**src/rtl/qea_host_ctrl_pkg.sv**
```systemverilog
// Shared definitions for the QEA host controller: job FSM states and the
// fixed-point 1.0 amplitude used to seed the |0...0> basis state.
package qea_host_ctrl_pkg;

    typedef enum logic [3:0] {
        S_IDLE,
        S_LOAD_CTX,
        S_LOAD_STATE,
        S_START,
        S_RUN,
        S_RD_ISSUE,
        S_RD_WAIT,
        S_RD_OUT,
        S_DONE
    } qea_state_e;

    localparam int unsigned QEA_NUM_FRAC_BIT = 30;

    // 1.0 in a fixed-point format with frac_bits fraction bits.
    function automatic logic [63:0] amp_one(input int unsigned frac_bits);
        return 64'd1 << frac_bits;
    endfunction

endpackage

```
**src/rtl/qea_host_ctrl.sv**
```systemverilog
// Host-side job sequencer for the QEA: loads gate context, seeds the state
// vector, starts the accelerator, times the run and streams the state back.
module qea_host_ctrl
    import qea_host_ctrl_pkg::*;
#(
    parameter int unsigned PE_NUM_WIDTH            = 2,
    parameter int unsigned PE_NUM                  = 4,
    parameter int unsigned DATA_WIDTH              = 32,
    parameter int unsigned MAX_QBIT_WIDTH          = 6,
    parameter int unsigned STATE_DATA_WIDTH        = 2 * DATA_WIDTH,
    parameter int unsigned STATE_ADDR_WIDTH        = 16,
    parameter int unsigned GATE_CONTEXT_DATA_WIDTH = 64,
    parameter int unsigned GATE_CONTEXT_ADDR_WIDTH = 16,
    parameter int unsigned NUM_FRAC_BIT            = QEA_NUM_FRAC_BIT
) (
    input  logic                                 clk,
    input  logic                                 rst_n,

    input  logic                                 i_cmd_valid,
    output logic                                 o_cmd_ready,
    input  logic [MAX_QBIT_WIDTH-1:0]            i_cmd_qbit_num,
    input  logic [GATE_CONTEXT_ADDR_WIDTH-1:0]   i_cmd_ins_num,

    input  logic                                 i_ctx_valid,
    output logic                                 o_ctx_ready,
    input  logic [GATE_CONTEXT_DATA_WIDTH-1:0]   i_ctx_data,

    output logic                                 o_res_valid,
    input  logic                                 i_res_ready,
    output logic [PE_NUM*STATE_DATA_WIDTH-1:0]   o_res_data,
    output logic                                 o_res_last,

    output logic                                 o_busy,
    output logic                                 o_done,
    output logic [31:0]                          o_cycle_cnt,

    output logic                                 o_qea_start,
    output logic                                 o_qea_ctx_en,
    output logic                                 o_qea_ctx_wea,
    output logic [MAX_QBIT_WIDTH-1:0]            o_qea_qbit_num,
    output logic [GATE_CONTEXT_ADDR_WIDTH-1:0]   o_qea_ctx_addr,
    output logic [GATE_CONTEXT_DATA_WIDTH-1:0]   o_qea_ctx_data,

    output logic                                 o_qea_state_ena,
    output logic                                 o_qea_state_wea,
    output logic [STATE_ADDR_WIDTH-1:0]          o_qea_state_addra,
    output logic [PE_NUM*STATE_DATA_WIDTH-1:0]   o_qea_state_dina,

    input  logic                                 i_qea_complete,
    input  logic [PE_NUM*STATE_DATA_WIDTH-1:0]   i_qea_state_dout
);

    localparam int unsigned WORD_W = PE_NUM * STATE_DATA_WIDTH;

    localparam logic [MAX_QBIT_WIDTH-1:0]          PEW_Q    = MAX_QBIT_WIDTH'(PE_NUM_WIDTH);
    localparam logic [STATE_ADDR_WIDTH-1:0]        ADDR_ONE = STATE_ADDR_WIDTH'(1);
    localparam logic [GATE_CONTEXT_ADDR_WIDTH-1:0] CTX_ONE  = GATE_CONTEXT_ADDR_WIDTH'(1);
    localparam logic [DATA_WIDTH-1:0]              AMP_ONE  = DATA_WIDTH'(amp_one(NUM_FRAC_BIT));

    // Seed word: real part of the top PE lane is 1.0, everything else zero.
    localparam logic [WORD_W-1:0] INIT_WORD = {AMP_ONE, {(WORD_W - DATA_WIDTH){1'b0}}};

    qea_state_e                           state_q, state_d;
    logic [MAX_QBIT_WIDTH-1:0]            qbit_q, qbit_d;
    logic [GATE_CONTEXT_ADDR_WIDTH-1:0]   ins_q, ins_d;
    logic [GATE_CONTEXT_ADDR_WIDTH-1:0]   ctx_cnt_q, ctx_cnt_d;
    logic [STATE_ADDR_WIDTH-1:0]          addr_cnt_q, addr_cnt_d;
    logic [31:0]                          cycle_cnt_q, cycle_cnt_d;
    logic [WORD_W-1:0]                    res_data_q, res_data_d;
    logic                                 ctx_en_q, ctx_en_d;
    logic [GATE_CONTEXT_ADDR_WIDTH-1:0]   ctx_addr_q, ctx_addr_d;
    logic [GATE_CONTEXT_DATA_WIDTH-1:0]   ctx_data_q, ctx_data_d;

    logic [MAX_QBIT_WIDTH-1:0]            depth_shift;
    logic [STATE_ADDR_WIDTH-1:0]          last_addr;
    logic                                 addr_at_last;

    // Last state address D-1; shifts past the address width wrap to all-ones,
    // which is the correct saturated depth for oversized qubit counts.
    always_comb begin
        depth_shift = qbit_q - PEW_Q;
        last_addr   = '0;
        if (qbit_q > PEW_Q) begin
            last_addr = (ADDR_ONE << depth_shift) - ADDR_ONE;
        end
    end

    assign addr_at_last = (addr_cnt_q == last_addr);

    // NOTE: every output of this block gets a default first so no path through
    // the case statement leaves a variable unassigned and infers a latch.
    always_comb begin
        state_d     = state_q;
        qbit_d      = qbit_q;
        ins_d       = ins_q;
        ctx_cnt_d   = ctx_cnt_q;
        addr_cnt_d  = addr_cnt_q;
        cycle_cnt_d = cycle_cnt_q;
        res_data_d  = res_data_q;
        ctx_en_d    = 1'b0;
        ctx_addr_d  = ctx_addr_q;
        ctx_data_d  = ctx_data_q;

        unique case (state_q)
            S_IDLE: begin
                if (i_cmd_valid) begin
                    qbit_d     = i_cmd_qbit_num;
                    ins_d      = i_cmd_ins_num;
                    ctx_cnt_d  = '0;
                    addr_cnt_d = '0;
                    state_d    = (i_cmd_ins_num == '0) ? S_LOAD_STATE : S_LOAD_CTX;
                end
            end
            S_LOAD_CTX: begin
                if (i_ctx_valid) begin
                    ctx_en_d   = 1'b1;
                    ctx_addr_d = ctx_cnt_q;
                    ctx_data_d = i_ctx_data;
                    ctx_cnt_d  = ctx_cnt_q + CTX_ONE;
                    if (ctx_cnt_q == ins_q - CTX_ONE) begin
                        state_d = S_LOAD_STATE;
                    end
                end
            end
            S_LOAD_STATE: begin
                addr_cnt_d = addr_cnt_q + ADDR_ONE;
                if (addr_at_last) begin
                    addr_cnt_d = '0;
                    state_d    = S_START;
                end
            end
            S_START: begin
                cycle_cnt_d = '0;
                state_d     = S_RUN;
            end
            S_RUN: begin
                if (cycle_cnt_q != '1) begin
                    cycle_cnt_d = cycle_cnt_q + 32'd1;
                end
                if (i_qea_complete) begin
                    state_d = S_RD_ISSUE;
                end
            end
            S_RD_ISSUE: begin
                state_d = S_RD_WAIT;
            end
            S_RD_WAIT: begin
                res_data_d = i_qea_state_dout;
                state_d    = S_RD_OUT;
            end
            S_RD_OUT: begin
                if (i_res_ready) begin
                    if (addr_at_last) begin
                        state_d = S_DONE;
                    end else begin
                        addr_cnt_d = addr_cnt_q + ADDR_ONE;
                        state_d    = S_RD_ISSUE;
                    end
                end
            end
            S_DONE: begin
                state_d = S_IDLE;
            end
            default: begin
                state_d = S_IDLE;
            end
        endcase
    end

    // NOTE: every datapath register is reset, not just the FSM, so an aborted
    // job leaves no stale context write or result word on the outputs.
    always_ff @(posedge clk or negedge rst_n) begin
        if (!rst_n) begin
            state_q     <= S_IDLE;
            qbit_q      <= '0;
            ins_q       <= '0;
            ctx_cnt_q   <= '0;
            addr_cnt_q  <= '0;
            cycle_cnt_q <= '0;
            res_data_q  <= '0;
            ctx_en_q    <= 1'b0;
            ctx_addr_q  <= '0;
            ctx_data_q  <= '0;
        end else begin
            // NOTE: non-blocking assignments so every register samples the
            // pre-edge values regardless of statement order.
            state_q     <= state_d;
            qbit_q      <= qbit_d;
            ins_q       <= ins_d;
            ctx_cnt_q   <= ctx_cnt_d;
            addr_cnt_q  <= addr_cnt_d;
            cycle_cnt_q <= cycle_cnt_d;
            res_data_q  <= res_data_d;
            ctx_en_q    <= ctx_en_d;
            ctx_addr_q  <= ctx_addr_d;
            ctx_data_q  <= ctx_data_d;
        end
    end

    // Ready is masked by reset so it only rises once the block is released.
    assign o_cmd_ready       = rst_n & (state_q == S_IDLE);
    assign o_ctx_ready       = (state_q == S_LOAD_CTX);

    assign o_res_valid       = (state_q == S_RD_OUT);
    assign o_res_last        = (state_q == S_RD_OUT) & addr_at_last;
    assign o_res_data        = res_data_q;

    assign o_busy            = (state_q != S_IDLE);
    assign o_done            = (state_q == S_DONE);
    assign o_cycle_cnt       = cycle_cnt_q;

    assign o_qea_start       = (state_q == S_START);
    assign o_qea_qbit_num    = qbit_q;
    assign o_qea_ctx_en      = ctx_en_q;
    assign o_qea_ctx_wea     = ctx_en_q;
    assign o_qea_ctx_addr    = ctx_addr_q;
    assign o_qea_ctx_data    = ctx_data_q;

    assign o_qea_state_ena   = (state_q == S_LOAD_STATE) | (state_q == S_RD_ISSUE);
    assign o_qea_state_wea   = (state_q == S_LOAD_STATE);
    assign o_qea_state_addra = o_qea_state_ena ? addr_cnt_q : '0;
    assign o_qea_state_dina  = ((state_q == S_LOAD_STATE) && (addr_cnt_q == '0)) ? INIT_WORD : '0;

endmodule

```
**config.mk**
```make
export PLATFORM = sky130hd
export DESIGN_NAME = qea_host_ctrl
export DESIGN_NICKNAME = d
export VERILOG_FILES = /design/src/rtl/qea_host_ctrl_pkg.sv /design/src/rtl/qea_host_ctrl.sv
export SDC_FILE = /design/constraint.sdc
export NUM_CORES = 1
export LEC_CHECK = 0
export BUFFER_PORTS_ARGS = -buffer_cell sky130_fd_sc_hd__buf_2
export CAP_MARGIN = 20
export CORE_AREA = 2 2 387 389
export DETAILED_ROUTE_END_ITERATION = 16
export DIE_AREA = 0 0 389 391
export MAX_ROUTING_LAYER = met4
export SETUP_SLACK_MARGIN = 0.2
export SYNTH_ARGS = -nofsm -noshare
export SYNTH_HDL_FRONTEND = slang
export SYNTH_SLANG_ARGS = --single-unit
```
**constraint.sdc**
```tcl
create_clock -name clk -period 5.66 [get_ports clk]
set_input_delay 0.283 -clock clk [delete_from_list [all_inputs] [get_ports clk]]
set_output_delay 0.283 -clock clk [all_outputs]
set_load 0.01 [all_outputs]
```
### Word-level counts from Yosys, hierarchy flattened

Cells that the tools add are included.
W data, S select, Z words.

| storage, ports and cells | value |
|---|---|
| flip-flop bits (word level) | 427 |
| logic and storage cells | 77 |

| cells by class | value |
|---|---|
| $add $sub $neg | 6 |
| $lt $le $gt $ge | 1 |
| equal/unequal tests | 19 |
| shift operators | 1 |
| multiplexer cells | 23 |
| bitwise gates (word level) | 3 |
| reduce and logical (&&, ||, !) cells | 14 |

Operators with widths:

| operator | number |
|---|---|
| $mux W255 | 1 |
| $mux W16 | 7 |
| $pmux W32 S2 | 1 |
| $pmux W16 S3 | 1 |
| $add A16 B1 Y16 const B | 2 |
| $add A32 B1 Y32 const B | 1 |
| $eq A16 B16 Y1 | 2 |
| $logic_not A16 Y1 | 2 |
| $mux W32 | 1 |
| $ne A32 B32 Y1 const B | 1 |
| $pmux W16 S2 | 1 |
| $pmux W4 S8 | 1 |
| $sub A16 B1 Y16 const B | 2 |
| $mux W4 | 7 |
| $eq A4 B3 Y1 const B | 4 |
| $shl A1 B6 Y16 const A | 1 |
| $ne A2 B2 Y1 const B | 5 |
| $eq A4 B2 Y1 const B | 2 |
| $gt A6 B2 Y1 const B | 1 |
| $ne A2 B1 Y1 const B | 3 |
| $reduce_and A2 Y1 | 3 |
| $reduce_and A6 Y1 | 1 |
| $sub A6 B2 Y6 const B | 1 |
| $eq A4 B1 Y1 const B | 1 |
| other kinds (12) | 15 |

### Longest topological paths before layout

Gate-level depths: netlist of the first run.

| logic depth | value |
|---|---|
| depth after elaboration | 8 |
| gate-level depth with buffers | 18 |
| mapped depth without buffers | 15 |

### Worst setup path before layout of the first run

No wires, ideal clock.

| path | value |
|---|---|
| path kind | register to output |
| start | register qbit_q[1] (netlist: o_qea_qbit_num[1]) |
| end | output o_res_last |
| data arrival time | 3.919 ns |
| data required time | 5.377 ns |
| slack | 1.458 ns |
| stages on the path, launching flop included | 16 |
| cell sequence | dfrtp_1 clkbuf_1 inv_1 ha_1 clkbuf_1 nor2b_1 nand3_1 ha_1 o31ai_4 nor3_1 a211oi_1 or3_1 a2111o_1 nor3_2 buf_4 buf_8 |

| between the ends | value |
|---|---|
| cells in the longest elaborated chain, start to end | 6 |
| elaborated cells between the ends (all ways) | 7 |
| classes of those cells | add/sub: 2; order compare: 1; eq/ne: 1; shift: 1; mux: 1; bitwise: 1 |

RTL lines:

| element | RTL line | text |
|---|---|---|
| from (decl) | qea_host_ctrl.sv:64 | `logic [MAX_QBIT_WIDTH-1:0] qbit_q, qbit_d;` |
| from (signal assigned) | qea_host_ctrl.sv:188 | `qbit_q <= qbit_d;` |
| $sub A6 B2 Y6 | qea_host_ctrl.sv:81 | `depth_shift = qbit_q - PEW_Q;` |
| $shl A1 B6 Y16 | qea_host_ctrl.sv:84 | `last_addr = (ADDR_ONE << depth_shift) - ADDR_ONE;` |
| $sub A16 B1 Y16 | qea_host_ctrl.sv:84 |  |
| $mux W16 * | qea_host_ctrl.sv:83 | `if (qbit_q > PEW_Q) begin` |
| $eq A16 B16 Y1 * | qea_host_ctrl.sv:88 | `assign addr_at_last = (addr_cnt_q == last_addr);` |
| $and A1 B1 Y1 * | qea_host_ctrl.sv:205 | `assign o_res_last = (state_q == S_RD_OUT) & addr_at_last;` |
| to (decl) | qea_host_ctrl.sv:31 | `output logic o_res_last,` |

Every way passes the cells marked *; elsewhere a longest branch is shown, timed or not.

### Worst setup path in the final report of the first run

Same ends and word-level chain as after synthesis.

==> results.toml, run 1 <==
[logic_synthesis]
synth-edff-count = 0
ys_ff_latch = 427
synth_cell_types = 77
synth.avg_cell_area_um2 = 10.8
ys_warn_count = 0
ys_seq_area_share_pct = 52.2
synthCells = 1889
syn-cell-area_mm2 = 0.0205
ys.flop_type = "dfrtp_1"
ys_async_sr_fraction_pct = 100

[routing]
dr_wl_met3_mm = 11.1
dr.pass1.iters = 5
vias = 17876
wl_met1_mm = 43.8
met2_length_mm = 47.8
viasPerCell = 3.58
first_iter_violations = 1048
routed_wl_mm = 108
maxUsedRoutingLayer = "met4"
drc = 0
ant_nets = 0
wl_per_cell_um = 21.6

[clocking]
cts_made_buffers = 54
clk_path_buf_depth = 3
cts_root_buf = "clkbuf_16"
cts_setup_buffers = 0
clkTransAtPathRegs_ns = 0.05
htree_levels = 2
cts_tree = "done"
clk_latency_ns = 0.66
clock-sinks = 427

[pwr]
power.total_uw = 15800
irDropWorstVdd_v = 0.000321
p_per_area_mw_per_mm2 = 512
p_leak_uw = 0.0146

[grt]
overflow = 0
grtUsageTotal_pct = 13.9
antenna_found_initial = 44
grt_pass1_wl_mm = 144
first_global_vias = 17542
grt_max_degree = 149

[place]
dp_hpwl_mm = 88.2
place.gp.congestion = 0.916
portBuffers = 749

[job]
cap_viol_max_count = 0

[floorplan]
dieArea_mm2 = 0.152
start_util_pct = 13.8
rows = 142
coreArea_mm2 = 0.149
die_height_um = 391
die_w_um = 389
io_pins = 1005

[worst_setup_path]
crit_type = "register to primary output"
worstSetupEndpointType = "primary output"
crit_fanout = 20
required_ns = 5.38
cp_data_arrival_time_ns = 4.86
critPathLaunchType = "register"

[timing]
fmax_ghz = 0.194
finalCritPeriodShare_pct = 90.9
finalSetupTns_ns = 0
worstMarginPinSlew_ns = 1.02
period_needed_ns = 5.15
report.final.slew_viol_count = 0
finalClockSkew_ns = 0.0433
finalHoldViolations = 0
setup_violations = 0
slew_headroom_pct = 32.2
rsz0062_at_grt = "no"

[final_layout]
area_growth_pct = 50.9
drive_gt1_share_pct = 37.5
num-nets-final = 3324
fillers = 16241

[status]
status = "finished, final reports clean"

[hold_path]
hp-class = "input port to register"
## path summary, 6_finish.rpt
kind,start,endpoint,slack [ns],depth (start not counted)
setup reg to reg,o_qea_qbit_num[1]$_DFFE_PN0P_,state_q[0]$_DFFE_PN0P_,1.18,14
setup / recovery,o_qea_qbit_num[1]$_DFFE_PN0P_,o_res_last,0.51,14
hold reg to reg,o_qea_ctx_data[1]$_DFFE_PN0P_,o_qea_ctx_data[1]$_DFFE_PN0P_,0.47,2
hold / removal,i_cmd_qbit_num[4],o_qea_qbit_num[4]$_DFFE_PN0P_,0.009,3
min in group asynchronous,rst_n,o_res_data[205]$_DFFE_PN0P_,0.21,2
max in group asynchronous,rst_n,ctx_cnt_q[10]$_DFFE_PN0P_,4.02,4
## kinds of logic (layout without fill, tap and decap cells)
kind of cell	after synthesis	count (layout)	synth area share [%]
AO/OA/AOI/OAI	135	135	4.47
multiplexers	263	263	14.4
AND/OR/NAND/NOR	631	631	14.2
buffers and inverters	361	1228	11.5
adder cells (fa/ha/maj)	7	7	0.428
XOR/XNOR	64	64	2.74
other	1	294	0.0183
flip-flops	427	427	52.2
## per-layer routing
metal | vias to the layer above | track usage (%)
met5 | - | -
met4 | 0 | 6.04
met3 | 133 | 5.85
met2 | 756 | 20.7
met1 | 8815 | 16.5
li1 | 8172 | -
## flip-flops by register name, summed over array words and instances (netlist names)
name	count
state_q	4
o_qea_ctx_addr	16
addr_cnt_q	16
ctx_cnt_q	16
o_qea_ctx_en	1
o_cycle_cnt	32
o_qea_qbit_num	6
o_res_data	256
o_qea_ctx_data	64
ins_q	16
## repair_timing
action,4_1_cts,5_1_grt
hold buffers,343,0
endpoints found under the setup margin,1,1
resized for setup,4,2
endpoints found under the hold margin,400,0
## Yosys cell counts (4+ instances only)
cell       number  area [um2]
ha_1            7        87.6
and3_1         15        93.8
a21oi_1        28         140
o2111ai_1       4        35.0
o21ai_0        30         150
dfrtp_1       427       10700
nand2b_1        9        56.3
nand4_1        17         106
buf_4         258        1940
nor3b_1         4        30.0
and2_1         18         113
mux2i_1         4        40.0
buf_2           5        25.0
o22ai_1         4        25.0
or3_1          16         100
nor4_1         15        93.8
nand2_1       342        1280
a2111oi_0       4        35.0
xor2_1         41         359
a31oi_1        10        62.6
xnor2_1        23         201
o21ai_1        11        55.1
nor2b_1         7        43.8
nor2_1         85         319
or4_1          13        97.6
and4_1         10        87.6
nor3_1         18        90.1
inv_1          16        60.1
nor4b_1         7        61.3
o211ai_1        4        30.0
nand3_1        40         200
mux2_2        257        2890
o31ai_1         8        60.1
clkbuf_1       76         285
## per-stage QoR
step / worst slack [ns] / area (um2) / std cells / util, % / hold WS, ns
finish: 0.513 / 30900 / 4993 / 20.8 / 0.00863
floorplan: 1.46 / 21400 / 2143 / - / -0.0126
global route: 0.249 / 30900 / 4992 / 20.8 / 0.0301
CTS: 0.318 / 30800 / 4954 / 20.7 / 0.00683
global placement: 0.716 / 25600 / 4514 / 17.2 / 0.286
detailed placement: 0.668 / 25600 / 4514 / 17.2 / 0.291
## critical path, cell delays in order (launching register included)
cell      delay [ns]
dfrtp_2         0.51
inv_1           0.12
ha_2            0.36
xnor2_1         0.24
and2_1          0.24
nand3_1         0.09
ha_1            0.36
o31ai_4         0.17
nor4_1          0.30
mux2_1          0.38
a2111o_1        0.38
a2111o_1        0.50
nor3_2          0.18
buf_4           0.24
buf_2           0.17
## power by group
part	total (uW)	internal (uW)	switching (uW)	leakage, uW
Combinational	7020	2860	4160	0.00851
Clock	3490	2030	1460	0.000875
Sequential	5290	4370	919	0.00526
Total	15800	9260	6540	0.0146
## placed cells by master, fill, tap and decap left out, types with 18 or more instances in the layout
cell type	instances
o21ai_0	30
mux2_2	257
xor2_1	41
dlygate4sd3_1	343
xnor2_1	23
nand3_1	40
nor2_1	84
nand2_1	341
conb_1	255
diode_2	39
buf_2	748
a21oi_1	28
dfrtp_1	426
clkbuf_16	54
and2_1	18
## area by class of cell
| cell class | instances | area, um2 | share of cell area, % |
|---|---|---|---|
| Timing Repair Buffer | 1112 | 7390 | 23.9 |
| Antenna cell | 39 | 97.6 | 0.316 |
| Clock buffer | 74 | 1530 | 4.94 |
| Inverter | 19 | 71.3 | 0.231 |
| Multi-Input combinational cell | 1355 | 8420 | 27.3 |
| Tap cell | 1944 | 2430 | 7.87 |
| Sequential cell | 427 | 10700 | 34.6 |
| Clock inverter | 23 | 267 | 0.863 |
No activity file was read; power rests on OpenSTA's default activity.
==> run 2: changes to the inputs <==
==> constraint.sdc (replaced) <==
create_clock -name clk -period 4.5 [get_ports clk]
set_input_delay 0.225 -clock clk [delete_from_list [all_inputs] [get_ports clk]]
set_output_delay 0.225 -clock clk [all_outputs]
set_load 0.1 [all_outputs]
==> results.toml, run 2 (synthesis results as in run 1) <==
[final_layout]
largest_reg_flops = 256
final_common_cell = "buf_2"
drive_gt1_share_pct = 38.7
area_growth_pct = 53.6
fin_area_mm2 = 0.0314
num-nets-final = 3351
mostFrequentLayoutCells = "buf_2 (747), dfrtp_1 (424), dlygate4sd3_1 (344)"

[floorplan]
start_util_pct = 13.8
coreArea_mm2 = 0.149
io_pins = 1005
rows = 142
dieArea_mm2 = 0.152
die_height_um = 391
die_w_um = 389

[worst_setup_path]
required_ns = 4.28
worstSetupEndpointType = "primary output"
critical-path-max-stage-delay_ns = 0.52
r2r-end = "state_q[0]$_DFFE_PN0P_"
path_cells = "inv_4, ha_4, buf_8, or3b_4, a2111oi_4, nor4_2, mux2_2, a2111o_1, a2111o_1, nor3_4, buf_12, buf_12"
cp_data_arrival_time_ns = 4.08
crit_fanout = 9
startpoint = "o_qea_qbit_num[1]$_DFFE_PN0P_"
critPathLaunchType = "register"
crit_type = "register to primary output"
critPathBufInv = 4
path_depth = 12
regToRegStartpoint = "o_qea_qbit_num[1]$_DFFE_PN0P_"
worst-r2r-setup-slack_ns = 0.57
endpoint = "o_res_last"
ff2ff_path_depth = 13
critPathTopFamily = "compound AO/OA/AOI/OAI gates"
crit_slowest_cell = "a2111oi_4"

[routing]
wl_per_cell_um = 21.5
first_iter_violations = 956
vias = 18097
drc = 0
routed_wl_mm = 108
viasPerCell = 3.59
dr.pass1.iters = 5
ant_nets = 0

[grt]
grtUsageTotal_pct = 14.0
overflow = 0
grt_max_degree = 151
grt_pass1_wl_mm = 145
first_global_vias = 17406
antenna_found_initial = 63

[clocking]
clock-sinks = 427
clkTransAtPathRegs_ns = 0.06
cts_root_buf = "clkbuf_16"
clk_path_buf_depth = 3
cts_tree = "done"
clk_latency_ns = 0.67
htree_levels = 2
cts_made_buffers = 54

[place]
portBuffers = 749
dp_hpwl_mm = 88.9
place.gp.congestion = 0.894
placed_cell_area_mm2 = 0.0257

[timing]
report.final.slew_viol_count = 0
rsz0062_at_grt = "yes"
finalClockSkew_ns = 0.0681
period_needed_ns = 4.31
slew_headroom_pct = 33.2
finalHoldViolations = 0
worstMarginPinSlew_ns = 1.00
setup_violations = 0
fmax_ghz = 0.232
finalCritPeriodShare_pct = 95.7
finalHoldWorstSlack_ns = 0.187

[job]
cap_viol_max_count = 0

[hold_path]
hp-class = "input port to async pin"

[status]
status = "finished, final reports clean"
[run 2: changes by cell type in the layout (fill, tap and decap cells not counted), sizes merged]
cell,delta
buf,+25
bufbuf,+1
bufinv,+2
clkbuf,+3
clkinv,-2
diode,+14
dlygate4sd3,+1
inv,+1
[run 2: area by class of cell]
type / instances / area [um2]
timing repair buffer: 1139 / 7700
clock buffer: 77 / 1560
inverter: 19 / 73.8
antenna: 53 / 133
fill: 16179 / 117000
tap: 1944 / 2430
multi-input combinational: 1355 / 8510
sequential: 427 / 10700
clock inverter: 24 / 335
[run 2: layer usage]
metal / global-route usage, % / share of wire, % / vias up
met2: 21.0 / 45 / 743
met3: 5.05 / 9.0 / 119
met5: - / 0 / -
li1: - / - / 8220
met4: 4.57 / 3.6 / 0
met1: 17.3 / 42 / 9015
[run 2: per-stage QoR]
stage	cells	setup TNS (ns)	setup WS, ns	utilization [%]
detailed placement	4526	0	0.413	17.3
finish	5038	0	0.193	21.2
global placement	4526	0	0.400	17.3
floorplan	2143	-0.776	-0.776	-
CTS	4978	0	0.215	21.0
global route	5035	0	0.0482	21.2
[run 2: worst min path at each step]
stage           from                         end  slack (ns)  cells past startpoint
6_report       rst_n  o_res_data[83]$_DFFE_PN0P_        0.19                      2
5_1_grt        rst_n  o_res_data[83]$_DFFE_PN0P_        0.18                      2
4_1_cts        rst_n  o_res_data[83]$_DFFE_PN0P_        0.14                      2
3_5_place_dp   rst_n  o_res_data[83]$_DFFE_PN0P_        0.28                      1
3_3_place_gp   rst_n  o_res_data[83]$_DFFE_PN0P_        0.27                      1
2_1_floorplan  rst_n   addr_cnt_q[0]$_DFFE_PN0P_       -0.07                      0
[run 2: timing repair]
| action | CTS | global route |
|---|---|---|
| gates cloned | 1 | 0 |
| gates resized for setup | 14 | 11 |
| pin swaps | 4 | 9 |
| endpoints found under the setup margin | 1 | 1 |
| hold endpoints to repair | 409 | 0 |
| hold buffers | 344 | 0 |
| setup buffers | 6 | 7 |
Power of run 2 is left out: the tool's default activity adds up to more than one toggle a clock period on the data nets, which glitch-free logic cannot reach.
